[src/rtl/reg_wr_arbiter.sv]
// Round-robin arbiter sharing the register bank's single write port among
// NREQ writeback requesters, with a one-stage registered output and dest filtering.
module reg_wr_arbiter #(
    parameter int NREQ   = 3,
    parameter int AW     = 5,
    parameter int DW     = 32,
    parameter int MAXREG = 16
) (
    input  logic              clk,
    input  logic              rst,
    input  logic [NREQ-1:0]   req_valid,
    input  logic [NREQ*AW-1:0] req_dest,
    input  logic [NREQ*DW-1:0] req_data,
    input  logic              hold,
    output logic [NREQ-1:0]   gnt,
    output logic              wrReg,
    output logic [AW-1:0]     destReg,
    output logic [DW-1:0]     wrData,
    output logic              err_dest,
    output logic [7:0]        err_count
);

    localparam int PW = (NREQ > 1) ? $clog2(NREQ) : 1;
    localparam logic [AW-1:0] MaxDest = AW'(MAXREG);

    function automatic logic [PW-1:0] wrapIdx(input int v);
        return PW'(v % NREQ);
    endfunction

    logic [PW-1:0] ptr;
    logic [PW-1:0] gntIdx;
    logic          found;
    logic [AW-1:0] selDest;
    logic [DW-1:0] selData;

    // Search from ptr upward with wraparound; reset and hold suppress all grants.
    always_comb begin
        found  = 1'b0;
        gntIdx = '0;
        if (!rst && !hold) begin
            for (int k = 0; k < NREQ; k++) begin
                if (!found && req_valid[wrapIdx(int'(ptr) + k)]) begin
                    found  = 1'b1;
                    gntIdx = wrapIdx(int'(ptr) + k);
                end
            end
        end
    end

    always_comb begin
        gnt = '0;
        if (found) begin
            gnt[gntIdx] = 1'b1;
        end
    end

    assign selDest = req_dest[int'(gntIdx)*AW +: AW];
    assign selData = req_data[int'(gntIdx)*DW +: DW];

    // R0 requests are consumed silently; out-of-range ones are consumed and counted.
    always_ff @(posedge clk or posedge rst) begin
        if (rst) begin
            ptr       <= '0;
            wrReg     <= 1'b0;
            destReg   <= '0;
            wrData    <= '0;
            err_dest  <= 1'b0;
            err_count <= '0;
        end else begin
            wrReg    <= 1'b0;
            err_dest <= 1'b0;
            if (found) begin
                ptr <= wrapIdx(int'(gntIdx) + 1);
                if (selDest == '0) begin
                    destReg <= '0;
                end else if (selDest > MaxDest) begin
                    err_dest <= 1'b1;
                    if (err_count != 8'hFF) begin
                        err_count <= err_count + 8'd1;
                    end
                end else begin
                    wrReg   <= 1'b1;
                    destReg <= selDest;
                    wrData  <= selData;
                end
            end
        end
    end

endmodule

[config.mk]
export PLATFORM = sky130hd
export DESIGN_NAME = reg_wr_arbiter
export DESIGN_NICKNAME = d
export VERILOG_FILES = /design/src/rtl/reg_wr_arbiter.sv
export SDC_FILE = /design/constraint.sdc
export NUM_CORES = 1
export LEC_CHECK = 0
export CELL_PAD_IN_SITES_DETAIL_PLACEMENT = 0
export CELL_PAD_IN_SITES_GLOBAL_PLACEMENT = 2
export CORE_ASPECT_RATIO = 1.1
export CORE_MARGIN = 2
export CORE_UTILIZATION = 20
export CTS_CLUSTER_DIAMETER = 80
export DETAILED_ROUTE_END_ITERATION = 8
export PLACE_DENSITY_LB_ADDON = 0.1
export SLEW_MARGIN = 20
export SYNTH_ARGS = -nofsm -noshare
export SYNTH_HDL_FRONTEND = slang
export SYNTH_SLANG_ARGS = --single-unit
[constraint.sdc]
create_clock -name clk -period 3.79 [get_ports clk]
set_input_delay 0.758 -clock clk [delete_from_list [all_inputs] [get_ports clk]]
set_output_delay 0.758 -clock clk [all_outputs]
set_load 0.005 [all_outputs]
==> results of run 1 <==
[cell usage in the layout, fill, tap and decap left out, types with 3 or more instances in the layout]
cell and n:
clkdlybuf4s50_1 166, dfrtp_1 49, nand2_1 46, o21ai_1 38, a222oi_1 35, buf_4 19
inv_1 10, ha_1 7, xnor2_1 6, nand4_1 5, clkbuf_16 5, nor2_1 3
nand3b_1 3, or3_1 3, and3_1 3
[synth_stat cells (all sizes together) (2+ instances only)]
cell type and count:
inv 12, or3 3, o211a 2, a31oi 2
o211ai 2, or2 3, buf 8, xnor2 6
nand3b 3, nand2b 2, ha 7, clkbuf 11
and3 3, o221ai 2, nand3 3, a21boi 2
nor2 3, nand4 5, nand2 46, o21ai 39
and4 2, nor2b 2, dfrtp 49, a222oi 35
[sequential cells by signal, summed over array words and instances, names as in the netlist]
register and cells:
err_dest 1, ptr 2, wrReg 1, err_count 8, wrData 32, destReg 5
[cells by family after synthesis]
kind of cell               Yosys count  share of synthesized area [%]
AOI/OAI and AO/OA                   93                          27.28
xor gates and xnor gates             7                          2.354
adders and majority gates            7                          3.362
buffers and inverters               31                          4.755
DFF                                 49                          47.07
muxes                                2                         0.8165
and+or+nand+nor                     78                          14.36
[power groups by stage]
stage,Clock (mW),Sequential (mW),Combinational (mW)
after detailed placement,0,0.889,1.38
after global placement,0,0.884,1.38
after global routing,0.559,0.910,1.50
after floorplan,0,0.890,0.564
final,0.520,0.877,1.36
after CTS,0.539,0.883,1.39
[path summary, 6_finish.rpt]
| path | start | to | slack [ps] | cells past startpoint |
|---|---|---|---|---|
| min reg2reg | wrData[21] | wrData[21] | 480 | 2 |
| max in group asynchronous | rst | destReg[4] | 2130 | 3 |
| max | req_valid[0] | gnt[0] | 110 | 7 |
| max reg2reg | ptr[0] | destReg[3] | 360 | 11 |
| min in group asynchronous | rst | destReg[3] | 890 | 2 |
| min | wrData[21] | wrData[21] | 480 | 2 |
[critical path: stages]
cell	delay, ps
clkdlybuf4s50_1	530
a21boi_0	190
a2111oi_0	100
buf_4	160
o211a_2	260
nor4_1	340
clkdlybuf4s50_1	570
[layout make-up]
| cell class | instances | area, um2 | share of cell area [%] |
|---|---|---|---|
| clock inverter | 1 | 30.03 | 0.6283 |
| inverter | 12 | 45.04 | 0.9424 |
| timing repair buffer | 189 | 1867 | 39.06 |
| tap | 157 | 196.4 | 4.110 |
| sequential | 49 | 1226 | 25.65 |
| clock buffer | 7 | 142.6 | 2.984 |
| multi-input combinational | 187 | 1272 | 26.62 |
[routing by layer]
metal	track usage [%]	share of wire, %
met2	25.00	52
met3	3.066	6.6
met1	15.73	40
met5	0	0
met4	3.659	1.1
[what timing repair did]
action,4_1_cts,5_1_grt
resized for setup,0,3
buffers inserted,0,1
endpoints found under the setup margin,0,6
==> metrics, run 1 <==
FILL cells 1301; Final Cycle Share a little over nine tenths; Final #Nets between 500 and 600; PD cells a little under 600 mW/mm2; starting density of the core 20.60%; top cells by area, synth dfrtp_1 47%, a222oi_1 13%, o21ai_1 7.3%, nand2_1 6.6%, ha_1 3.4%; Clock Path Buffers 2; number of synthesized flops with an enable pin 0; WS Path Type in2out; CORE AREA around 0.013 mm2; Final Util between 30% and 40%; ys async rst share 100.0%; drt wl/cell 16.24 um; Sw Share roughly a third; dominant synthesized flop cell dfrtp_1; post-synthesis sequential area ratio 47.07%; fin cells roughly 600; Yosys reg bits roughly 50; CTS hold repair buffers 0; width of the chip between 100 and 150 um; crit-path max FO 5; Synth cell types 45; Yosys top cell area share between 40% and 50%; Sw Pwr 0.9004 mW; largest net degree at the start of global routing 34; RePlAce Congestion between 0.8 and 0.9; placed insts 593; share of cells above drive strength 1 between 8 and 9%; Syn Std Cell Area 0.002605 mm2; GRT Util Overall a little over an eighth; Die Ht 123.7 um; minimum clock period about 3700 ps; Logic pwr share roughly half; clock skew ~4.5 ps; area leader, netlist dfrtp_1; drt pass-1 iters 8; Clk pwr share a little under a fifth; Post-route DRC 0; max_slew headroom 61.12%; Via density ~4.7; DIE AREA 0.01395 mm2; pre-CTS setup slack -87.31 ps; Critical Path RT a little over 3000 ps; highest clock rate 271.7 MHz; Reg power frac between 30% and 40%; clock sinks 49; latest clock arrival within the worst-skew pair approximately 290 ps; Rows 43; leakage 1.973 nW; HP Class reg2reg; RSZ-0062 raised after global routing no; Startpoint Class primary input; post-route ant nets 0; Port Buffers between 150 and 200; syn_area_per_cell around 9.8 um2; Syn. warnings 0; status finished, final reports clean; GRT overflow 0; total CTS buffers 5; synthesis-to-layout area growth 83.48%; CTS tree yes; VDD IR max 0.2573 mV; WHS a little under 500 ps; first-pass GRT wire length approximately 15 mm; placed cell areas 0.004587 mm2; crit path DAT ~2900 ps; Reg clk slew, reported paths roughly 60 ps; min setup slack post-route ~110 ps; Pint 1.858 mW; DR iter-0 viols 211; Syn Nets about 390; worst slew pin tran just under 600 ps; H-tree levels 2; design area 0.004780 mm2; Final setup viols 0; setup TNS 0 ps; Final HPWL DP just under 8 mm; antenna violations before repair 0; Clk Tree Root Cell clkbuf_16; Critical Path End Type primary output; vias in the first global route around 2800; I/O pins 167; Final Hold Vio Count 0; drt total wl just under 10 mm; routed via count about 2800; Cells after Synth roughly 270; Antenna Cells 0; Final Power 2.759 mW; max-slew violations 0; maxcap violations 0
No activity file was read; power rests on OpenSTA's default activity.
==> inputs of run 2 (changes only) <==
--- a/config.mk
+++ b/config.mk
@@ -10,6 +10,7 @@
 export CORE_ASPECT_RATIO = 1.1
 export CORE_MARGIN = 2
 export CORE_UTILIZATION = 20
+export CTS_BUF_LIST = sky130_fd_sc_hd__clkbuf_4 sky130_fd_sc_hd__clkbuf_8
 export CTS_CLUSTER_DIAMETER = 80
 export DETAILED_ROUTE_END_ITERATION = 8
 export PLACE_DENSITY_LB_ADDON = 0.1
==> run 2 against run 1 <==
Effect of this change:
- fmax grew 0.31%
- register-to-register slack lost 40 ps
- sequential share of layout area grew 0.33 points
- cell count shrank 0.17%
- clock power shrank 24%
==> metrics, run 2 (synthesized netlist as in run 1, its figures left out) <==
DIE AREA 0.01395 mm2 (unchanged); slowest CP cell clkdlybuf4s50_1 (unchanged); drt pass-1 iters 6 (was 8); Final Power 2.630 mW (was 2.759 mW); Final Hold Vio Count 0 (unchanged); Reg power frac 33.3% (was 31.8%); Sw Pwr 0.8828 mW (was 0.9004 mW); width of the chip 112.8 um (unchanged); Clock Path Buffers 2 (unchanged); Rows 43 (unchanged); depth of the worst register-to-register path 11 (unchanged); Final Util 37.33% (was 37.80%); HP Class reg2reg (unchanged); setup bufs post-CTS 0 (unchanged); max reg flops 32 (unchanged); leakage 1.947 nW (was 1.973 nW); I/O pins 167 (unchanged); CP peak stage delay 570 ps (about the same); reg2reg setup slack 320 ps (was 360 ps); WS Path Type in2out (unchanged); share of cells above drive strength 1 9.009% (was 8.989%); drt wl/cell 16.18 um (was 16.24 um); Top Family by Delay on Critical Path buffers and inverters (unchanged); Worst Hold Path EP wrData[21] (unchanged); reg2reg start ptr[0] (unchanged); GRT Util Overall 13.48% (was 13.51%); CORE AREA 0.01264 mm2 (unchanged); starting density of the core 20.60% (unchanged); highest clock rate 272.5 MHz (was 271.7 MHz); setup TNS 0 ps (unchanged); Post-route DRC 0 (unchanged); Most flops, register wrData (unchanged); buffers and inverters on the worst path 3 (unchanged); maxcap violations 0 (unchanged); RR Endpoint destReg[2] (was destReg[3]); Via density 4.676 (was 4.668); Startpoint Class primary input (unchanged); Cell Chain, Critical Path clkdlybuf4s50_1, a21boi_0, a2111oi_0, buf_4, o211a_2, nor4_1, clkdlybuf4s50_1 (unchanged); most used cell, CP clkdlybuf4s50_1 (unchanged); Critical Path End Type primary output (unchanged); Logic pwr share 51.7% (was 49.4%); clock skew 10.57 ps (was 4.475 ps); Port Buffers 166 (unchanged); crit-path max FO 5 (unchanged); clock sinks 49 (unchanged); Final HPWL DP 7.763 mm (unchanged); post-route ant nets 0 (unchanged); Pint 1.747 mW (was 1.858 mW); CTS hold repair buffers 0 (unchanged); drt total wl 9.725 mm (was 9.776 mm); crit path DAT 2910 ps (was 2920 ps); vias in the first global route 2825 (was 2826); min-delay src wrData[21] (unchanged); Final Cycle Share 96.82% (was 97.12%); antenna violations before repair 0 (unchanged); largest net degree at the start of global routing 34 (unchanged); pre-CTS setup slack -87.31 ps (unchanged); RePlAce Congestion 0.8039 (unchanged); Min-Delay Path Depth 2 (unchanged); latest clock arrival within the worst-skew pair 300 ps (was 290 ps); worst slew pin tran 579.5 ps (was 582.4 ps); max_slew headroom 61.31% (was 61.12%); Antenna Cells 0 (unchanged); routed via count 2810 (unchanged); Final setup viols 0 (unchanged); Sw Share 33.57% (was 32.64%); first-pass GRT wire length 14.81 mm (was 14.82 mm); status finished, final reports clean (unchanged); total CTS buffers 5 (unchanged); max-slew violations 0 (unchanged); DR iter-0 viols 229 (was 211); RSZ-0062 raised after global routing no (unchanged); most frequent cells in the layout 166 x clkdlybuf4s50_1, 49 x dfrtp_1, 46 x nand2_1 (unchanged); Clk pwr share 15.1% (was 18.8%); VDD IR max 0.2211 mV (was 0.2573 mV); Critical Path RT 3030 ps (about the same); min setup slack post-route 120.6 ps (was 109.2 ps); most common cell after layout, fill and taps aside clkdlybuf4s50_1 (unchanged); CTS tree yes (unchanged); Clk Tree Root Cell clkbuf_8 (was clkbuf_16); Die Ht 123.7 um (unchanged); minimum clock period 3669 ps (was 3681 ps); PD cells 557.2 mW/mm2 (was 577.2 mW/mm2); H-tree levels 2 (unchanged); Final #Nets 567 (was 568); FILL cells 1303 (was 1301); Reg clk slew, reported paths 80 ps (was 60 ps); synthesis-to-layout area growth 81.17% (was 83.48%); GRT overflow 0 (unchanged); Top Registers wrData (32), err_count (8), destReg (5) (unchanged)
## run 2: worst max path at each step
| stage | startpoint | to | slack (ps) | cells past startpoint |
|---|---|---|---|---|
| after global routing | req_valid[0] | gnt[0] | 8 | 7 |
| after floorplan | ptr[0] | err_count[1] | 450 | 13 |
| after global placement | req_valid[1] | destReg[3] | -40 | 11 |
| after CTS | req_valid[2] | gnt[1] | 70 | 8 |
| final | req_valid[0] | gnt[0] | 120 | 7 |
| after detailed placement | req_valid[1] | destReg[3] | -90 | 11 |
## run 2: layer usage
| layer | wire, um | share of wire [%] | GRT usage (%) |
|---|---|---|---|
| met1 | 3878 | 40 | 15.76 |
| met3 | 670 | 6.9 | 3.066 |
| met5 | 0 | 0 | 0 |
| met4 | 65 | 0.67 | 3.430 |
| met2 | 5110 | 53 | 24.96 |
## run 2: worst min-delay path, delay by kind of cell (launching register included)
kind	cells	cell delay (ps)
DFF	1	350
AOI/OAI and AO/OA	1	60
and+or+nand+nor	1	50
## run 2: repair_timing
action | in CTS | in global routing
endpoints found under the setup margin | 0 | 3
gates resized for setup | 0 | 3
endpoints found under the hold margin | 0 | 0
## run 2: stage by stage
step                      instances  instance area (um2)  hold slack [ps]
after global routing            601                 4720            517.0
after global placement          593                 4587            469.2
final                           601                 4720            487.8
after CTS                       601                 4707            496.6
after floorplan                 267                 2605            479.3
after detailed placement        593                 4587            475.2
## run 2: layout make-up
type                    instances  area (um2)  area share [%]
clock inverters                 1       30.03          0.6363
well taps                     157       196.4           4.162
clock buffers                   7       90.09           1.909
multi-input cells             187        1272           26.96
inverters                      12       45.04          0.9544
flip-flops and latches         49        1226           25.98
repair buffers                188        1859           39.40
## run 2: power by group through the flow
stage / clock (mW) / sequential, mW / combinational (mW)
after detailed placement: 0 / 0.889 / 1.38
after global placement: 0 / 0.884 / 1.38
final: 0.397 / 0.874 / 1.36
after floorplan: 0 / 0.890 / 0.564
after CTS: 0.418 / 0.881 / 1.39
after global routing: 0.437 / 0.908 / 1.50
==> inputs of run 3 (changes only) <==
--- a/config.mk
+++ b/config.mk
@@ -11,9 +11,10 @@
 export CORE_MARGIN = 2
 export CORE_UTILIZATION = 20
 export CTS_BUF_LIST = sky130_fd_sc_hd__clkbuf_4 sky130_fd_sc_hd__clkbuf_8
-export CTS_CLUSTER_DIAMETER = 80
+export CTS_CLUSTER_DIAMETER = 40
 export DETAILED_ROUTE_END_ITERATION = 8
 export PLACE_DENSITY_LB_ADDON = 0.1
+export REMOVE_ABC_BUFFERS = 1
 export SLEW_MARGIN = 20
 export SYNTH_ARGS = -nofsm -noshare
 export SYNTH_HDL_FRONTEND = slang
==> run 3 against run 2 <==
Effect of this change:
- clock power shrank 7.1%
- sequential power shrank 0.7%
- total power shrank 0.37%
- routed wire length grew 5.8%
- worst setup slack gained 8.1 ps
- critical endpoint unchanged
- sequential cell count is the same
- cell count grew 0.50%
- hold slack lost 1.4 ps
- first-iteration DRC count grew 12%
- combinational power is essentially flat
- cell area shrank 0.19%
==> metrics, run 3 (synthesized netlist as in run 1, its figures left out) <==
max_slew headroom 51.43% (was 61.31%); Critical Path RT 3030 ps (about the same); synthesis-to-layout area growth 80.84% (was 81.17%); Die Ht 123.7 um (unchanged); first-pass GRT wire length 15.53 mm (was 14.81 mm); max reg flops 32 (unchanged); placed cell areas 0.004604 mm2 (was 0.004587 mm2); maxcap violations 0 (unchanged); clock skew 7.262 ps (was 10.57 ps); design area 0.004711 mm2 (was 0.004720 mm2); GRT Util Overall 14.27% (was 13.48%); vias in the first global route 2782 (was 2825); WHS 486.5 ps (was 487.8 ps); drt wl/cell 17.04 um (was 16.18 um); routed via count 2824 (was 2810); Antenna Cells 0 (unchanged); DR iter-0 viols 257 (was 229); Clk Tree Root Cell clkbuf_8 (unchanged); pre-CTS setup slack -73.23 ps (was -87.31 ps); RR Endpoint destReg[0] (was destReg[2]); GRT busiest layer met2 (unchanged); met2 Usage GRT 24.33% (was 24.96%); CTS tree yes (unchanged); WS Path Type in2out (unchanged); Final Util 37.26% (was 37.33%); Final Power 2.620 mW (was 2.630 mW); starting density of the core 20.60% (unchanged); drt total wl 10.29 mm (was 9.725 mm); most common cell after layout, fill and taps aside clkdlybuf4s50_1 (unchanged); CP endpoint gnt[0] (unchanged); GRT overflow 0 (unchanged); VDD IR max 0.2018 mV (was 0.2211 mV); Final setup viols 0 (unchanged); Via density 4.675 (was 4.676); reg2reg setup slack 310 ps (was 320 ps); Critical Path End Type primary output (unchanged); Clock Path Buffers 2 (unchanged); total CTS buffers 5 (unchanged); minimum clock period 3661 ps (was 3669 ps); Final Cycle Share 96.60% (was 96.82%); worst slew pin tran 710.2 ps (was 579.5 ps); antenna violations before repair 0 (unchanged); I/O pins 167 (unchanged); M3 GR Usage 2.774% (was 3.066%); placed insts 597 (was 593); latest clock arrival within the worst-skew pair 300 ps (about the same); H-tree levels 2 (unchanged); setup bufs post-CTS 0 (unchanged); Final Hold Vio Count 0 (unchanged); Port Buffers 166 (unchanged); share of cells above drive strength 1 9.620% (was 9.009%); setup TNS 0 ps (unchanged); post-route ant nets 0 (unchanged); Final HPWL DP 8.049 mm (was 7.763 mm); RSZ-0062 raised after global routing no (unchanged); crit-path max FO 4 (was 5); DIE AREA 0.01395 mm2 (unchanged); depth of the worst register-to-register path 11 (unchanged); RePlAce Congestion 0.7710 (was 0.8039); width of the chip 112.8 um (unchanged); fin cells 604 (was 601); Rows 43 (unchanged); largest net degree at the start of global routing 46 (was 34); min setup slack post-route 128.8 ps (was 120.6 ps); Top Registers wrData (32), err_count (8), destReg (5) (unchanged); FILL cells 1307 (was 1303); Post-route DRC 0 (unchanged); drt pass-1 iters 6 (unchanged); max-slew violations 0 (unchanged); HP Class reg2reg (unchanged); Startpoint Class primary input (unchanged); leakage 1.950 nW (was 1.947 nW); Reg clk slew, reported paths 90 ps (was 80 ps); most frequent cells in the layout 166 x clkdlybuf4s50_1, 49 x dfrtp_1, 46 x nand2_1 (unchanged); Setup crit start req_valid[2] (was req_valid[0]); met1 usage 18.67% (was 15.76%); highest clock rate 273.1 MHz (was 272.5 MHz); status finished, final reports clean (unchanged); crit path DAT 2900 ps (was 2910 ps); CTS hold repair buffers 0 (unchanged); Final #Nets 571 (was 567); clock sinks 49 (unchanged); reg2reg start ptr[0] (unchanged); Most flops, register wrData (unchanged); PD cells 556.1 mW/mm2 (was 557.2 mW/mm2); CORE AREA 0.01264 mm2 (unchanged)
[run 3: changes by cell type in the layout (fill, tap and decap cells not counted)]
cell      change
clkinv_2      +1
clkbuf_8      -1
nand3_1       +1
nor2_1        -1
buf_6         -2
nor2_2        +1
buf_4         +7
buf_12        -1
clkbuf_4      -1
nand3_2       -1
[run 3: layer usage]
layer | vias to the layer above | part of all wire, %
met5 | - | 0
met4 | 0 | 1.0
met3 | 6 | 6.0
met2 | 105 | 47
met1 | 1324 | 46
li1 | 1389 | -
[run 3: area by class of cell]
cell class | count | area [um2] | area share, %
clock buffers | 5 | 68.82 | 1.461
well taps | 157 | 196.4 | 4.170
flip-flops and latches | 49 | 1226 | 26.03
multi-input cells | 187 | 1270 | 26.96
inverters | 12 | 45.04 | 0.9562
repair buffers | 192 | 1869 | 39.68
clock inverters | 2 | 35.03 | 0.7437
[run 3: how the worst min path moves through the flow]
stage	from	endpoint	slack [ps]	cells past startpoint
2_1_floorplan	destReg[0]	destReg[0]	480	2
3_3_place_gp	wrData[5]	wrData[5]	470	2
3_5_place_dp	wrData[31]	wrData[31]	480	2
4_1_cts	wrData[31]	wrData[31]	500	2
5_1_grt	destReg[2]	destReg[2]	510	2
6_report	destReg[2]	destReg[2]	490	2
[run 3: repair_timing]
action	in CTS	in global routing
resized for setup	0	1
endpoints found under the setup margin	0	1
endpoints found under the hold margin	0	0
[run 3: power breakdown]
group	switching, mW	total [mW]	internal (mW)
Sequential	0.130	0.868	0.739
Clock	0.177	0.369	0.192
Combinational	0.599	1.38	0.783
[run 3: worst max-delay path, cell delays in order]
cell and delay, ps:
clkdlybuf4s50_1 460, and2_1 170, a2111oi_0 640, o211a_2 330, nor4_1 70, clkdlybuf4s50_1 470
